File: config.mk
export PLATFORM = sky130hd
export DESIGN_NAME = mem_ctrl_burst_flat
export DESIGN_NICKNAME = d
export VERILOG_FILES = /design/src/rtl/mem_ctrl_burst_if.sv /design/src/rtl/mem_ctrl_burst.sv /design/src/flat_wrapper.sv
export SDC_FILE = /design/constraint.sdc
export NUM_CORES = 1
export LEC_CHECK = 0
export BUFFER_PORTS_ARGS = -buffer_cell sky130_fd_sc_hd__buf_2
export CAP_MARGIN = 20
export CELL_PAD_IN_SITES_DETAIL_PLACEMENT = 1
export CELL_PAD_IN_SITES_GLOBAL_PLACEMENT = 1
export CORE_ASPECT_RATIO = 0.6
export CORE_UTILIZATION = 48
export CTS_BUF_LIST = sky130_fd_sc_hd__clkbuf_4 sky130_fd_sc_hd__clkbuf_8 sky130_fd_sc_hd__clkbuf_16
export DETAILED_ROUTE_END_ITERATION = 10
export GPL_TIMING_DRIVEN = 0
export PLACE_DENSITY = 0.82
export SLEW_MARGIN = 20
export SYNTH_ARGS = -nofsm -noshare
export SYNTH_HDL_FRONTEND = slang
export SYNTH_SLANG_ARGS = --single-unit
File: constraint.sdc
create_clock -name clk_in -period 14.1 [get_ports clk_in]
set_clock_uncertainty 0.05 [all_clocks]
set_input_delay 4.23 -clock clk_in [delete_from_list [all_inputs] [get_ports clk_in]]
set_output_delay 4.23 -clock clk_in [all_outputs]
set_load 0.005 [all_outputs]
File: src/rtl/mem_ctrl_burst_if.sv
// Bus bundle for mem_ctrl_burst: RAM byte port, fetcher line-fill port and LSU port.
// The controller uses the slave view; the surrounding system (or a bench) uses master.
interface mem_ctrl_burst_if #(
  parameter int ADDR_W     = 32,
  parameter int LINE_WORDS = 4
);
  logic                     ram_wr_o;
  logic [ADDR_W-1:0]        ram_addr_o;
  logic [7:0]               ram_wdata_o;
  logic [7:0]               ram_rdata_i;

  logic                     if_req_i;
  logic [ADDR_W-1:0]        if_addr_i;
  logic                     if_flush_i;
  logic                     if_done_o;
  logic [32*LINE_WORDS-1:0] if_data_o;

  logic                     ls_req_i;
  logic                     ls_we_i;
  logic [1:0]               ls_size_i;
  logic [ADDR_W-1:0]        ls_addr_i;
  logic [31:0]              ls_wdata_i;
  logic                     ls_done_o;
  logic [31:0]              ls_rdata_o;

  modport slave (
    output ram_wr_o, ram_addr_o, ram_wdata_o,
    input  ram_rdata_i,
    input  if_req_i, if_addr_i, if_flush_i,
    output if_done_o, if_data_o,
    input  ls_req_i, ls_we_i, ls_size_i, ls_addr_i, ls_wdata_i,
    output ls_done_o, ls_rdata_o
  );

  modport master (
    input  ram_wr_o, ram_addr_o, ram_wdata_o,
    output ram_rdata_i,
    output if_req_i, if_addr_i, if_flush_i,
    input  if_done_o, if_data_o,
    output ls_req_i, ls_we_i, ls_size_i, ls_addr_i, ls_wdata_i,
    input  ls_done_o, ls_rdata_o
  );
endinterface

File: src/rtl/mem_ctrl_burst.sv
// Byte-serial RAM controller sharing one 8-bit RAM port between icache line fills and LSU accesses.
// Define MEMCTRL_RR_ARB_EN for round-robin arbitration; otherwise the LSU always wins ties.
module mem_ctrl_burst #(
  parameter int ADDR_W     = 32,
  parameter int LINE_WORDS = 4
) (
  input  logic              clk_in,
  input  logic              rst_n_in,
  input  logic              rdy_in,
  mem_ctrl_burst_if.slave   bus
);
  localparam int NB = 4 * LINE_WORDS;
  localparam int CW = $clog2(NB + 1);

  typedef enum logic [2:0] {IDLE, LS_RD, LS_WR, IF_RD, DONE} state_t;

  state_t            state_reg, state_next;
  logic [CW-1:0]     cnt_reg, cnt_next, n_reg, idx, ls_n;
  logic [ADDR_W-1:0] base_reg;
  logic              is_if_reg, we_reg;
  logic [31:0]       wdata_reg, wdata_sh;
  logic [31:0]       ld_buf_reg, ld_next, ld_mask, ls_rdata_reg;
  logic [8*NB-1:0]   line_buf_reg, line_next, if_data_reg;
  logic              fetch_req, can_grant, ls_wins, grant_ls, grant_if;
  logic              done_go, if_done_w, ls_done_w, cap_if, cap_ls;

  assign fetch_req = bus.if_req_i & ~bus.if_flush_i;
  // Reset is folded in so the combinational grant path cannot drive the RAM while held in reset.
  assign can_grant = (state_reg == IDLE) & rdy_in & rst_n_in;

`ifdef MEMCTRL_RR_ARB_EN
  logic fetch_last_reg;
  assign ls_wins = bus.ls_req_i & (~fetch_req | fetch_last_reg);
  always_ff @(posedge clk_in or negedge rst_n_in) begin
    if (!rst_n_in)     fetch_last_reg <= 1'b1;
    else if (grant_ls) fetch_last_reg <= 1'b0;
    else if (grant_if) fetch_last_reg <= 1'b1;
  end
`else
  assign ls_wins = bus.ls_req_i;
`endif

  assign grant_ls = can_grant & ls_wins;
  assign grant_if = can_grant & fetch_req & ~ls_wins;

  always_comb begin
    ls_n = CW'(4);
    case (bus.ls_size_i)
      2'd0:    ls_n = CW'(1);
      2'd1:    ls_n = CW'(2);
      default: ls_n = CW'(4);
    endcase
  end

  // Reads keep the last byte's address on the bus during the trailing capture cycle.
  assign idx      = (cnt_reg >= n_reg) ? n_reg - CW'(1) : cnt_reg;
  assign wdata_sh = wdata_reg >> (8 * cnt_reg);

  assign cap_if = (state_reg == IF_RD) & rdy_in;
  assign cap_ls = (state_reg == LS_RD) & rdy_in;

  genvar gi;
  generate
    for (gi = 0; gi < NB; gi++) begin : g_line
      assign line_next[8*gi +: 8] = (cap_if && cnt_reg == CW'(gi + 1)) ? bus.ram_rdata_i
                                                                        : line_buf_reg[8*gi +: 8];
    end
    for (gi = 0; gi < 4; gi++) begin : g_ld
      assign ld_next[8*gi +: 8] = (cap_ls && cnt_reg == CW'(gi + 1)) ? bus.ram_rdata_i
                                                                      : ld_buf_reg[8*gi +: 8];
      assign ld_mask[8*gi +: 8] = (n_reg > CW'(gi)) ? 8'hFF : 8'h00;
    end
  endgenerate

  assign done_go   = (state_reg == DONE) & rdy_in;
  assign if_done_w = done_go & is_if_reg & ~bus.if_flush_i;
  assign ls_done_w = done_go & ~is_if_reg;

  assign bus.if_done_o  = if_done_w;
  assign bus.ls_done_o  = ls_done_w;
  assign bus.if_data_o  = if_done_w ? line_buf_reg : if_data_reg;
  assign bus.ls_rdata_o = (ls_done_w & ~we_reg) ? (ld_buf_reg & ld_mask) : ls_rdata_reg;

  assign bus.ram_addr_o  = grant_ls ? bus.ls_addr_i :
                           grant_if ? bus.if_addr_i : base_reg + ADDR_W'(idx);
  assign bus.ram_wr_o    = rdy_in & ((grant_ls & bus.ls_we_i) | (state_reg == LS_WR));
  assign bus.ram_wdata_o = (grant_ls & bus.ls_we_i) ? bus.ls_wdata_i[7:0] :
                           (state_reg == LS_WR)     ? wdata_sh[7:0] : 8'h00;

  always_comb begin
    state_next = state_reg;
    cnt_next   = cnt_reg;
    case (state_reg)
      IDLE: begin
        if (grant_ls) begin
          cnt_next   = CW'(1);
          state_next = !bus.ls_we_i ? LS_RD : (ls_n == CW'(1)) ? DONE : LS_WR;
        end else if (grant_if) begin
          cnt_next   = CW'(1);
          state_next = IF_RD;
        end
      end
      LS_RD, IF_RD: begin
        // Flush aborts a fetch even while stalled so the abort is never lost.
        if (state_reg == IF_RD && bus.if_flush_i) begin
          state_next = IDLE;
        end else if (rdy_in) begin
          if (cnt_reg == n_reg) state_next = DONE;
          else                  cnt_next   = cnt_reg + CW'(1);
        end
      end
      LS_WR: begin
        if (rdy_in) begin
          cnt_next = cnt_reg + CW'(1);
          if (cnt_reg == n_reg - CW'(1)) state_next = DONE;
        end
      end
      DONE: begin
        if (rdy_in) state_next = IDLE;
      end
      default: state_next = IDLE;
    endcase
  end

  always_ff @(posedge clk_in or negedge rst_n_in) begin
    if (!rst_n_in) begin
      state_reg    <= IDLE;
      cnt_reg      <= '0;
      n_reg        <= CW'(1);
      base_reg     <= '0;
      is_if_reg    <= 1'b0;
      we_reg       <= 1'b0;
      wdata_reg    <= '0;
      ld_buf_reg   <= '0;
      line_buf_reg <= '0;
      if_data_reg  <= '0;
      ls_rdata_reg <= '0;
    end else begin
      state_reg    <= state_next;
      cnt_reg      <= cnt_next;
      ld_buf_reg   <= ld_next;
      line_buf_reg <= line_next;
      if (grant_ls) begin
        base_reg  <= bus.ls_addr_i;
        n_reg     <= ls_n;
        is_if_reg <= 1'b0;
        we_reg    <= bus.ls_we_i;
        wdata_reg <= bus.ls_wdata_i;
      end else if (grant_if) begin
        base_reg  <= bus.if_addr_i;
        n_reg     <= CW'(NB);
        is_if_reg <= 1'b1;
        we_reg    <= 1'b0;
      end
      if (if_done_w)            if_data_reg  <= line_buf_reg;
      if (ls_done_w && !we_reg) ls_rdata_reg <= ld_buf_reg & ld_mask;
    end
  end
endmodule

File: src/flat_wrapper.sv
// flat-port wrapper written by rule: the top's interface ports become plain ports
module mem_ctrl_burst_flat 
#(
  parameter int ADDR_W     = 32,
  parameter int LINE_WORDS = 4
)
  (clk_in, rst_n_in, rdy_in, bus_ram_wr_o, bus_ram_addr_o, bus_ram_wdata_o, bus_ram_rdata_i, bus_if_req_i, bus_if_addr_i, bus_if_flush_i, bus_if_done_o, bus_if_data_o, bus_ls_req_i, bus_ls_we_i, bus_ls_size_i, bus_ls_addr_i, bus_ls_wdata_i, bus_ls_done_o, bus_ls_rdata_o);
  mem_ctrl_burst_if #(.ADDR_W(ADDR_W), .LINE_WORDS(LINE_WORDS)) bus_i ();
  input  logic clk_in;
  input  logic rst_n_in;
  input  logic rdy_in;
  output wire logic [$bits(bus_i.ram_wr_o)-1:0] bus_ram_wr_o;
  output wire logic [$bits(bus_i.ram_addr_o)-1:0] bus_ram_addr_o;
  output wire logic [$bits(bus_i.ram_wdata_o)-1:0] bus_ram_wdata_o;
  input wire logic [$bits(bus_i.ram_rdata_i)-1:0] bus_ram_rdata_i;
  input wire logic [$bits(bus_i.if_req_i)-1:0] bus_if_req_i;
  input wire logic [$bits(bus_i.if_addr_i)-1:0] bus_if_addr_i;
  input wire logic [$bits(bus_i.if_flush_i)-1:0] bus_if_flush_i;
  output wire logic [$bits(bus_i.if_done_o)-1:0] bus_if_done_o;
  output wire logic [$bits(bus_i.if_data_o)-1:0] bus_if_data_o;
  input wire logic [$bits(bus_i.ls_req_i)-1:0] bus_ls_req_i;
  input wire logic [$bits(bus_i.ls_we_i)-1:0] bus_ls_we_i;
  input wire logic [$bits(bus_i.ls_size_i)-1:0] bus_ls_size_i;
  input wire logic [$bits(bus_i.ls_addr_i)-1:0] bus_ls_addr_i;
  input wire logic [$bits(bus_i.ls_wdata_i)-1:0] bus_ls_wdata_i;
  output wire logic [$bits(bus_i.ls_done_o)-1:0] bus_ls_done_o;
  output wire logic [$bits(bus_i.ls_rdata_o)-1:0] bus_ls_rdata_o;
  assign bus_ram_wr_o = bus_i.ram_wr_o;
  assign bus_ram_addr_o = bus_i.ram_addr_o;
  assign bus_ram_wdata_o = bus_i.ram_wdata_o;
  assign bus_i.ram_rdata_i = bus_ram_rdata_i;
  assign bus_i.if_req_i = bus_if_req_i;
  assign bus_i.if_addr_i = bus_if_addr_i;
  assign bus_i.if_flush_i = bus_if_flush_i;
  assign bus_if_done_o = bus_i.if_done_o;
  assign bus_if_data_o = bus_i.if_data_o;
  assign bus_i.ls_req_i = bus_ls_req_i;
  assign bus_i.ls_we_i = bus_ls_we_i;
  assign bus_i.ls_size_i = bus_ls_size_i;
  assign bus_i.ls_addr_i = bus_ls_addr_i;
  assign bus_i.ls_wdata_i = bus_ls_wdata_i;
  assign bus_ls_done_o = bus_i.ls_done_o;
  assign bus_ls_rdata_o = bus_i.ls_rdata_o;
  mem_ctrl_burst #(.ADDR_W(ADDR_W), .LINE_WORDS(LINE_WORDS)) u_core (.clk_in(clk_in), .rst_n_in(rst_n_in), .rdy_in(rdy_in), .bus(bus_i));
endmodule
==> results by group <==
Synthesis
  – Seq/Total Area, Yosys: 55.9%
  – Top_reg_cell synth: dfrtp_1
  – Area fraction in compound gates after synthesis: 8.39%
  – Post-synthesis mux area share: 19.7%
  – Adder-Cell Fraction of Synth Area: 1.45%
  – Avg Cell Area, Syn: 12.3 sq um
  – Mapped Nets: 1,575
  – Cell count after synthesis: 1,442
  – Seq cells post-synth: 397
  – Main combinational cell family by area after synthesis: multiplexers
  – Syn. warnings: 0
  – Simple-Gate Fraction of Synth Area: 10.4%
  – Synth Cell Area: 0.0178 sq mm
  – XOR/XNOR Fraction of Synth Area: 1.38%
  – Async set-reset flop share out of synthesis: 100%
  – Netlist cell types: 73
  – Post-synth EDFFs: 0

STA
  – Period minus WS final: 11.99 ns
  – Hold Violations, Final: 0
  – Fin. max-slew vios: 0
  – Fmax: 0.0834 GHz
  – Setup repair after global routing missed its margin: no
  – Fin crit share: 85.0%
  – Relative slew slack: 40.4%
  – Worst slew pin tran: 0.895 ns
  – Setup violators final: 0

Global routing
  – First-pass GRT wire length: 85.0 mm
  – Initial antenna violation count: 3
  – GRT Total Usage: 29.6%
  – Vias in the first global route: 13,900
  – Gr ovfl total: 0
  – Largest net degree at the start of global routing: 92

Finish
  – Share of layout cells above drive strength 1: 40.8%
  – Fin cells: 2,295
  – Final Cell Area: 0.0213 sq mm
  – Post-layout util: 58.4%
  – Nets: 1,924
  – Area grow syn2layout: 19.6%

CTS
  – Clock Sinks: 397
  – CTS tree: done
  – Clock latency on the worst-skew pair: 0.53 ns
  – Max clock buf depth: 3
  – TritonCTS buffer count: 37
  – Reg clk slew, reported paths: 0.06 ns
  – Hold-fix buffers, CTS: 0
  – Post-CTS setup buffer count: 0
  – H-tree depth: 2
  – CTS root buf: clkbuf_16
  – Post_cts resized: 0

Pwr
  – Leak Pwr: 0.0109 uW
  – Sequential power share: 38.3%
  – Power share of the combinational group: 35.1%
  – Sw power: 1400 uW
  – P_int: 2470 uW
  – Worst vdd ir: 0.110 mV
  – Sw Ratio: 36.2%
  – Pwr Density: 182 mW/mm^2
  – Clock power frac: 26.5%
  – Power Total: 3880 uW

Floorplan
  – Num rows: 54
  – # IOs: 316
  – Starting Density: 48.8%
  – Die area: 0.0378 sq mm
  – Placeable Area: 0.0364 sq mm
  – Die H: 151 microns
  – Die W: 250 microns

Min path
  – Hold Path Stages: 2
  – Min-delay src: u_core.wdata_reg[8]
  – Type of the most critical hold path: register to register

Critical path
  – Worst-path fanout max: 86
  – Crit path launch type: input pin
  – Crit path DAT: 7.71 ns
  – Worst r2r src: u_core.cnt_reg[0]
  – Crit path to: bus_ram_addr_o[0]
  – Reg2reg path depth: 8
  – Worst Setup End Kind: primary output
  – Critical Path Start: rst_n_in
  – CP required: 9.82 ns
  – Reg2Reg Setup Slack: 10.97 ns
  – RR Endpoint: u_core.ld_buf_reg[27]
  – WS Path Type: input pin to primary output

Run status
  – Outcome: finished, final reports clean

Flow run
  – Max Cap Viol: 0

Drt
  – Vias per cell: 5.75
  – Routed WL: 56.0 mm
  – Count of TritonRoute iterations in the first routing pass: 5
  – Vias: 13,200
  – Routed wire length per instance: 24.4 microns
  – Initial DRC count: 1,075
  – DRC errors left: 0
  – ANT nets after route: 0

Place
  – RePlAce Congestion: 0.977
  – Post-detail-place hpwl: 40.4 mm
  – Area after DPL: 0.0200 sq mm
  – Placed cell count: 2,228
  – Input/output buffers: 306
==> cell families (layout without fill, tap and decap cells) <==
logic type,Yosys count,in the layout
DFF,397,397
xor gates and xnor gates,28,28
adders and majority gates,20,20
muxes,300,300
and+or+nand+nor,390,390
buffers and inverters,105,480
other,0,2
AOI/OAI and AO/OA,202,202
==> power groups by stage <==
stage	Sequential, uW	Clock, uW	Combinational [uW]
floorplan	1450	0	865
global placement	1480	0	1280
CTS	1480	1040	1350
global route	1510	1080	1460
detailed placement	1500	0	1340
finish	1490	1030	1360
==> through the flow <==
| stage | hold WS (ns) | setup TNS (ns) | setup WS [ns] |
|---|---|---|---|
| 4_1_cts | 0.429 | 0 | 2.05 |
| 5_1_grt | 0.437 | 0 | 1.79 |
| 6_report | 0.426 | 0 | 2.11 |
| 2_1_floorplan | 0.387 | 0 | 4.36 |
| 3_3_place_gp | 0.406 | -115.98 | -3.20 |
| 3_5_place_dp | 0.413 | 0 | 2.06 |
==> layout by cell type, fill, tap and decap left out, types with 13 or more instances in the layout <==
master     netlist  routed
clkbuf_1        46      46
buf_4           14      14
xor2_1          15      15
mux2_2         263     263
o21ai_0         48      48
clkbuf_16        0      39
nand2_1        244     244
inv_1           20      20
a31oi_1         20      20
dfrtp_1        396     396
mux2_1          18      18
ha_1            19      19
xnor2_1         13      13
o22ai_1         24      24
a21oi_1         34      34
buf_2           19     324
nand3_1         14      14
nor2_1          46      46
==> worst min-delay path by stage <==
stage,end,slack (ns)
after floorplan,u_core.we_reg,0.39
after global placement,u_core.wdata_reg[7],0.41
after detailed placement,u_core.wdata_reg[27],0.41
after CTS,u_core.wdata_reg[21],0.43
after global routing,u_core.wdata_reg[21],0.44
final,u_core.wdata_reg[8],0.43
==> area by class of cell <==
| class | count | area, sq um |
|---|---|---|
| Clock inverter | 9 | 76.3 |
| Sequential cell | 397 | 9940 |
| Timing Repair Buffer | 310 | 1650 |
| Tap cell | 476 | 596 |
| Buffer | 84 | 414 |
| Antenna cell | 2 | 5.00 |
| Inverter | 21 | 78.8 |
| Fill cell | 3815 | 15200 |
| Multi-Input combinational cell | 940 | 7350 |
| Clock buffer | 56 | 1150 |
==> critical path, cell delays in order <==
cell and delay, ns:
buf_8 0.41, buf_16 0.40, buf_16 0.36, nor2b_1 0.39, nand2_1 0.34, nor2_1 0.60
buf_2 0.38, a21oi_1 0.11, a21oi_1 0.24, buf_2 0.16
==> cells in the mapped netlist, types with 7 or more instances <==
master | instances | area [sq um]
xor2_1 | 15 | 131
or3_1 | 7 | 43.8
a22oi_1 | 12 | 90.1
ha_1 | 19 | 238
buf_2 | 19 | 95.1
nor2_1 | 46 | 173
o22ai_1 | 24 | 150
o21ai_0 | 48 | 240
inv_1 | 20 | 75.1
a22o_1 | 11 | 96.3
nor2_4 | 8 | 90.1
mux2_2 | 263 | 2960
o21a_1 | 9 | 67.6
xnor2_1 | 13 | 114
nor3_1 | 10 | 50.1
mux2_4 | 8 | 120
a31oi_1 | 20 | 125
mux2_1 | 18 | 203
mux4_2 | 8 | 180
and3_1 | 7 | 43.8
and2_1 | 8 | 50.1
nand2_1 | 244 | 916
dfrtp_1 | 396 | 9910
nand3_1 | 14 | 70.1
clkbuf_1 | 46 | 173
a21oi_1 | 34 | 170
buf_4 | 14 | 105
==> per-layer routing <==
metal,wire length (microns),global-route usage (%),up-vias
li1,-,-,5761
met1,25600,42.9,6918
met2,25900,46.5,430
met3,3180,4.73,85
met4,1260,8.04,0
met5,0,0,-
Power figures use the tool's default switching activity.
